<file path="src/rtl/fifo_pkg.sv">
// Shared definitions for the dual-clock FIFO: default address width and
// Gray-code conversion helpers used by both pointer blocks.
package fifo_pkg;

    localparam int unsigned ADDR_W_DEFAULT = 4;

    function automatic logic [31:0] bin2gray(input logic [31:0] b);
        return b ^ (b >> 1);
    endfunction

    // Prefix XOR from the MSB down; callers zero-extend narrower pointers.
    function automatic logic [31:0] gray2bin(input logic [31:0] g);
        logic [31:0] b;
        b = g;
        for (int unsigned i = 31; i > 0; i--) begin
            b[i-1] = b[i] ^ g[i-1];
        end
        return b;
    endfunction

endpackage

</file>
<file path="src/rtl/wptr_full.sv">
// Write-domain pointer for the dual-clock FIFO: binary address, registered
// Gray pointer for the read-side synchronizer, and full/almost-full/level flags.
module wptr_full
    import fifo_pkg::*;
#(
    parameter int unsigned ADDR_W   = fifo_pkg::ADDR_W_DEFAULT,
    parameter int unsigned AFULL_TH = (2 ** ADDR_W) - 2
) (
    input  logic              clk,
    input  logic              rst,
    input  logic              winc,
    input  logic [ADDR_W:0]   wq2_rptr,
    output logic              wen,
    output logic [ADDR_W-1:0] waddr,
    output logic [ADDR_W:0]   wptr,
    output logic              wfull,
    output logic              wafull,
    output logic [ADDR_W:0]   wlevel,
    output logic              wovf
);

    localparam int unsigned     PW        = ADDR_W + 1;
    localparam logic [ADDR_W:0] AFULL_LVL = AFULL_TH[ADDR_W:0];

    logic [ADDR_W:0] wbin;
    logic [ADDR_W:0] wbin_next;
    logic [ADDR_W:0] wgray_next;
    logic [ADDR_W:0] rbin_s;
    logic [ADDR_W:0] level_next;
    logic [ADDR_W:0] full_cmp;

    // Blocked while rst is high so nothing reaches memory during reset.
    assign wen   = winc & ~wfull & ~rst;
    assign waddr = wbin[ADDR_W-1:0];

    always_comb begin
        wbin_next  = wbin + {{ADDR_W{1'b0}}, wen};
        wgray_next = PW'(bin2gray(32'(wbin_next)));
        rbin_s     = PW'(gray2bin(32'(wq2_rptr)));
        level_next = wbin_next - rbin_s;
        // Full when the two MSBs differ and the rest match in Gray space.
        full_cmp   = {~wq2_rptr[ADDR_W:ADDR_W-1], wq2_rptr[ADDR_W-2:0]};
    end

    always_ff @(posedge clk or posedge rst) begin
        if (rst) begin
            wbin   <= '0;
            wptr   <= '0;
            wfull  <= 1'b0;
            wafull <= 1'b0;
            wlevel <= '0;
            wovf   <= 1'b0;
        end else begin
            wbin   <= wbin_next;
            wptr   <= wgray_next;
            wfull  <= (wgray_next == full_cmp);
            wafull <= (level_next >= AFULL_LVL);
            wlevel <= level_next;
            wovf   <= wovf | (winc & wfull);
        end
    end

endmodule

</file>
<file path="config.mk">
export PLATFORM = sky130hd
export DESIGN_NAME = wptr_full
export DESIGN_NICKNAME = d
export VERILOG_FILES = /design/src/rtl/fifo_pkg.sv /design/src/rtl/wptr_full.sv
export SDC_FILE = /design/constraint.sdc
export NUM_CORES = 1
export LEC_CHECK = 0
export CAP_MARGIN = 20
export CORE_MARGIN = 5
export CORE_UTILIZATION = 45
export DETAILED_ROUTE_END_ITERATION = 7
export PLACE_DENSITY = 0.8
export SLEW_MARGIN = 20
export SYNTH_ARGS = -nofsm -noshare
export SYNTH_HDL_FRONTEND = slang
export SYNTH_SLANG_ARGS = --single-unit
</file>
<file path="constraint.sdc">
create_clock -name clk -period 4.5 [get_ports clk]
set_clock_uncertainty 0.15 [all_clocks]
set_input_delay 0.675 -clock clk [delete_from_list [all_inputs] [get_ports clk]]
set_output_delay 0.675 -clock clk [all_outputs]
set_load 0.005 [all_outputs]
</file>
==> results of run 1 <==
## registers in the layout (all words and copies together), names as in the netlist
signal and flops:
wafull 1, wbin 5, wfull 1, wlevel 5
wovf 1, wptr 4
## through the flow
stage,instance area (um2),power [mW],worst slack (ps),hold slack (ps)
3_5_place_dp,1240,0.845,751,294
6_report,1260,0.914,1050,312
3_3_place_gp,1240,0.823,866,289
2_1_floorplan,955,0.608,1570,301
4_1_cts,1260,0.928,1060,317
5_1_grt,1260,0.995,869,336
## kinds of logic after synthesis
group / after synthesis
multiplexers: 1
AO/OA/AOI/OAI: 13
flip-flops: 17
buffers and inverters: 9
adder cells (fa/ha/maj): 8
AND/OR/NAND/NOR: 16
XOR/XNOR: 19
## worst max-delay path, cell delays in order
cell and delay [ps]:
clkdlybuf4s50_1 480, nor3b_1 380, ha_1 230, ha_1 260, xor2_1 430, ha_1 350
nor2b_1 150, o21ai_0 210, a21o_1 160, o311ai_0 130
## synth_stat cells, drive strengths merged
library cell	n
o21a	1
a2111oi	1
xor2	8
and3	2
a21oi	1
a21boi	2
nor3b	2
a31oi	1
o21ai	4
nand2	3
nand3	1
and4b	1
or3	1
xnor3	2
mux2i	1
ha	7
inv	9
dfrtp	17
o311ai	1
nor2b	2
xnor2	9
and2	1
a21o	2
nor2	3
fa	1
## power by group
| group | switching [mW] | internal [mW] |
|---|---|---|
| clock | 0.0436 | 0.0344 |
| combinational | 0.244 | 0.308 |
| sequential | 0.0500 | 0.234 |
| total | 0.338 | 0.576 |
## metal layers
layer / global-route usage / vias to the layer above / wire length, um
met4: 0.0847 / 0 / 37
met5: 0 / - / 0
met1: 0.137 / 312 / 771
met2: 0.224 / 21 / 944
met3: 0.0371 / 4 / 114
li1: - / 337 / -
## worst paths after layout
check | end | from | depth (start not counted) | slack [ps]
worst max-delay path | wafull | winc | 10 | 1050
worst min-delay path | wovf | wovf | 1 | 310
worst min register to register | wovf | wovf | 1 | 310
worst max register to register | wafull | wfull | 9 | 1500
max in group asynchronous | wlevel[4] | rst | 2 | 3120
min in group asynchronous | wovf | rst | 2 | 670
## layout make-up
type                    count  area [um2]  share of cell area
well taps                  27        33.8              0.0267
inverters                   9        33.8              0.0267
flip-flops and latches     17         425               0.336
clock buffers               4        26.3              0.0208
repair buffers             25         250               0.198
multi-input cells          57         495               0.392
==> metrics.md, run 1 <==
| Metric | Value |
|---|---|
| Clock Tree Root | `clkbuf_4` |
| DRC | `0` |
| Slew Limit Fails | `0` |
| Largest family of logic cells by synthesized area | `XOR/XNOR gates` |
| Deepest clock path buffer count | `2` |
| Hold Path Class | `flop to flop` |
| Synth area leaders | `dfrtp_1, ha_1, xnor2_1` |
| Vias | `around 670` |
| Final Util | `0.632` |
| Syn Nets | `99` |
| Commonest non-fill, non-tap cell in the layout | `clkdlybuf4s50_1` |
| Critical path required time | `4490 ps` |
| Mux share of post-synthesis cell area | `0.0105` |
| VDD IR max | `about 340 uV` |
| H-tree Lvls | `1` |
| Fin crit period | `roughly 3500 ps` |
| Fin cells | `between 100 and 150` |
| Post-DR wirelength/cell | `13.4 um` |
| Placed insts | `between 100 and 150` |
| RSZ-0062 raised after global routing | `no` |
| Mean Syn Cell Area | `roughly 12 um2` |
| Total GRT Usage | `0.130` |
| Num rows | `16` |
| Power density cells | `slightly above 700 nW/um2` |
| Ports | `26` |
| Clock-pin transition on the worst setup and hold timing paths | `about 90 ps` |
| Placer Congestion | `0.758` |
| Number of global-route vias before repair | `~750` |
| Width of the die | `roughly 56 um` |
| Hold_buf cts | `0` |
| Cts repair resizes | `0` |
| Synth unique cells | `26` |
| Postcts setup bufs | `0` |
| Biggest area consumer among synthesized cells | `dfrtp_1` |
| Sequential area share after synthesis | `0.446` |
| Routed WL | `1.87 mm` |
| CP Capture Type | `flop` |
| Critical path fanouts, max | `5` |
| Initial DRC count | `6` |
| Synth top area share | `0.446` |
| Slew @ Worst Pin | `approximately 640 ps` |
| Post-synthesis cell area | `approximately 950 um2` |
| Antenna Cells | `0` |
| Worst Path Arrival | `~3400 ps` |
| Max-cap viol count | `0` |
| TritonCTS buffer count | `3` |
| First-pass GRT wire length | `3.19 mm` |
| ANT nets after route | `0` |
| Simple-gate portion of the synthesized area | `0.0957` |
| F_max | `~290 MHz` |
| Mapped Cells | `just over 80` |
| Final hold vios | `0` |
| # setup viols final | `0` |
| Worst-skew pair later-pin latency | `between 200 and 300 ps` |
| Layout area overhead | `32.5%` |
| Proportion of layout cells with a drive suffix above 1 | `0.0446` |
| DIE HEIGHT | `56.1 um` |
| DR pass1 iterations | `4` |
| Total die area | `~3100 um2` |
| Nets | `between 100 and 150` |
| Setup Crit Path Kind | `input port to flop` |
| Vias per cell | `~4.8` |
| Pleak | `around 0.58 nW` |
| Grt ovf | `0` |
| Starting Density | `0.477` |
| Sink Count | `17` |
| Port bufs | `25` |
| Antenna violations before repair | `0` |
| Post-Synth XOR/XNOR Area | `0.203` |
| Post-synthesis adder-cell area fraction | `0.113` |
| Yosys Warn Count | `0` |
| Fillers | `~160` |
| Commonest non-fill, non-tap cells in the layout | `clkdlybuf4s50_1, dfrtp_1, inv_1, xnor2_1, xor2_1` |
| Synth Area in Compound Gates | `0.0970` |
| Fin crit share | `0.768` |
| Synth Register Bits | `17` |
| Worst relative slew slack | `0.572` |
| CP Launch Type | `input port` |
| Setup TNS | `0 ps` |
| Core area | `2000 um2` |
| CTS tree | `built` |
| Maximum number of pins on one net before global-route repair | `18` |
| Outcome | `finished, final reports clean` |
| DP Wirelength | `about 1.5 mm` |
Power figures use the tool's default switching activity.
==> run 2: changes to the inputs <==
--- a/config.mk
+++ b/config.mk
@@ -7,9 +7,9 @@
 export LEC_CHECK = 0
 export CAP_MARGIN = 20
 export CORE_MARGIN = 5
-export CORE_UTILIZATION = 45
+export CORE_UTILIZATION = 42
 export DETAILED_ROUTE_END_ITERATION = 7
-export PLACE_DENSITY = 0.8
+export PLACE_DENSITY = 0.79
 export SLEW_MARGIN = 20
 export SYNTH_ARGS = -nofsm -noshare
 export SYNTH_HDL_FRONTEND = slang
==> constraint.sdc (replaced) <==
create_clock -name clk -period 3.1 [get_ports clk]
set_clock_uncertainty 0.15 [all_clocks]
set_input_delay 0.465 -clock clk [delete_from_list [all_inputs] [get_ports clk]]
set_output_delay 0.465 -clock clk [all_outputs]
set_load 0.005 [all_outputs]
==> run 2 against run 1 <==
  * Sequential share of layout area is 2.3 points lower
  * Register-to-register slack worse by 940 ps
  * Non-clock buffer count is 10 higher
  * Worst setup slack got worse by 770 ps
  * Largest power group unchanged
==> metrics.md, run 2 (synthesis gave the netlist of run 1 again) <==
| Metric | Value |
|---|---|
| Int Pwr | `0.922 mW (+60%)` |
| First-pass GRT wire length | `3.34 mm (+4.8%)` |
| Switch Pwr | `0.521 mW (+54%)` |
| Initial DRC count | `6 (unchanged)` |
| Crit-path slowest cell | `clkdlybuf4s50_1` |
| CP Capture Type | `flop` |
| Cts repair resizes | `0 (unchanged)` |
| Net Sw Frac | `0.361 (-0.00884)` |
| Met2 wire length | `1.01 mm (+6.8%)` |
| RSZ-0062 raised after global routing | `no` |
| TritonCTS buffer count | `3 (unchanged)` |
| DP Wirelength | `1.54 mm (+2.3%)` |
| Critical path fanouts, max | `2 (-3)` |
| Commonest non-fill, non-tap cells in the layout | `clkdlybuf4s50_1, dfrtp_1, buf_4` |
| # setup viols final | `0 (unchanged)` |
| CP max stage delay | `480 ps (about the same)` |
| Outcome | `finished, final reports clean` |
| CTS tree | `built` |
| Commonest non-fill, non-tap cell in the layout | `clkdlybuf4s50_1` |
| DR WL met3 | `105 um (-7.9%)` |
| F_max | `roughly 350 MHz` |
| Routed WL | `1.89 mm (+1.4%)` |
| Crit path top cell by count | `xor2_1` |
| Crit path buffers/inverters | `1 (unchanged)` |
| Slew @ Worst Pin | `640 ps (-0.268 ps)` |
| Placed insts | `146 (+8.1%)` |
| Final hold vios | `0 (unchanged)` |
| Fin crit period | `around 2800 ps` |
| Postcts setup bufs | `0 (unchanged)` |
| R2R setup slack | `560 ps (-940 ps)` |
| ANT nets after route | `0 (unchanged)` |
| Crit path depth | `11 (+1)` |
| Antenna violations before repair | `0 (unchanged)` |
| VDD IR max | `546 uV (+61%)` |
| Fin crit share | `0.912` |
| Nets | `139 (+7.8%)` |
| Ports | `26 (unchanged)` |
| Antenna Cells | `0 (unchanged)` |
| Proportion of layout cells with a drive suffix above 1 | `0.148 (+0.103)` |
| Clock power frac | `0.080 (-0.005)` |
| Critical path required time | `3140 ps (-1350 ps)` |
| Hold_buf cts | `0 (unchanged)` |
| Layout area overhead | `42.3%` |
| Worst path cell trace | `clkdlybuf4s50_1 > xnor2_2 > xor2_1 > xor2_1 > xnor2_1 > ha_1 > fa_2 > nor2b_1 > o21ai_0 > a21o_1 > o311ai_1` |
| DRC | `0 (unchanged)` |
| Port bufs | `25 (unchanged)` |
| Clock-pin transition on the worst setup and hold timing paths | `100 ps (about the same)` |
| Critical R2R Capture | `wafull` |
| R2r worst-path depth | `9 (unchanged)` |
| Top Metal Used | `met4` |
| CP Launch Point | `wq2_rptr[3]` |
| H-tree Lvls | `1 (unchanged)` |
| Hold Path Class | `flop to flop` |
| CP Launch Type | `input port` |
| Crit path max-delay family | `XOR/XNOR gates` |
| Worst-skew pair later-pin latency | `280 ps (about the same)` |
| Flop pwr share | `0.285 (-0.026)` |
| Width of the die | `57.7 um (+2.9%)` |
| Setup Crit Path Kind | `input port to flop` |
| Starting Density | `0.436 (-0.0411)` |
| Sink Count | `17 (unchanged)` |
| DRT met1 WL | `752 um (-2.5%)` |
| Total die area | `3330 um2 (+5.8%)` |
| Vias | `722 (+7.1%)` |
| Post-DR wirelength/cell | `12.6 um (-6.0%)` |
| Worst Path Arrival | `2870 ps (-570 ps)` |
| DIE HEIGHT | `57.7 um (+2.9%)` |
| Power density cells | `1060 nW/um2 (+47%)` |
| DR pass1 iterations | `4 (unchanged)` |
| Slew Limit Fails | `0 (unchanged)` |
| Num rows | `17 (+1)` |
| Critical Path End | `wafull` |
| Total GRT Usage | `0.131 (+0.000290)` |
| Number of global-route vias before repair | `794 (+5.6%)` |
| Largest regs | `wbin: 5 flops, wlevel: 5 flops, wptr: 4 flops` |
| Deepest clock path buffer count | `2 (unchanged)` |
| Placer Congestion | `0.819 (+8.0%)` |
| Pleak | `0.635 nW (+10%)` |
| Fin cells | `150 (+7.9%)` |
| Clock Tree Root | `clkbuf_4` |
| Maximum number of pins on one net before global-route repair | `18 (unchanged)` |
| Vias per cell | `4.81 (-0.73%)` |
| Grt ovf | `0 (unchanged)` |
| Worst relative slew slack | `0.573 (about the same)` |
| Setup TNS | `0 ps (unchanged)` |
| RR Startpoint | `wfull` |
| Max-cap viol count | `0 (unchanged)` |
| Core area | `2190 um2 (+9.4%)` |
| Comb pwr share | `0.635 (+0.031)` |
-- run 2: cell count changes in the layout (fill, tap and decap cells not counted) --
cell,delta
fa_1,-1
buf_4,+10
fa_2,+1
o311ai_0,-1
o311ai_1,+1
xnor2_1,-2
xnor2_2,+2
-- run 2: through the flow --
step                total power, mW  hold WS, ps  setup WS [ps]  area (um2)  utilization
floorplan                     0.883          241            384         955            -
global placement               1.28          289          -98.2        1320        0.600
detailed placement             1.31          302           -176        1320        0.600
CTS                            1.43          323            111        1340        0.612
global route                   1.57          352           15.6        1360        0.620
finish                         1.44          316            271        1360        0.620
-- run 2: final cells by class --
type	instances	area [um2]
Timing Repair Buffer	35	325
Clock buffer	4	26.3
Multi-Input combinational cell	57	513
Fill cell	182	832
Inverter	9	33.8
Tap cell	28	35.0
Sequential cell	17	425
-- run 2: worst min path at each step --
stage | from | end | slack [ps] | depth (start not counted)
after global routing | wovf | wovf | 350 | 1
after floorplan | rst | wafull | 240 | 1
after CTS | wovf | wovf | 320 | 1
after detailed placement | wovf | wovf | 300 | 1
after global placement | wovf | wovf | 290 | 1
final | wovf | wovf | 320 | 1
-- run 2: power groups by stage --
stage	sequential [mW]	combinational, mW	clock [mW]
floorplan	0.423	0.460	0
global placement	0.414	0.865	0
detailed placement	0.418	0.893	0
CTS	0.412	0.899	0.122
global route	0.434	1.01	0.127
finish	0.411	0.916	0.115
-- run 2: layer usage --
metal,vias up,global-route usage
li1,358,-
met1,346,0.136
met2,16,0.245
met3,2,0.0156
met4,0,0.0795
met5,-,0
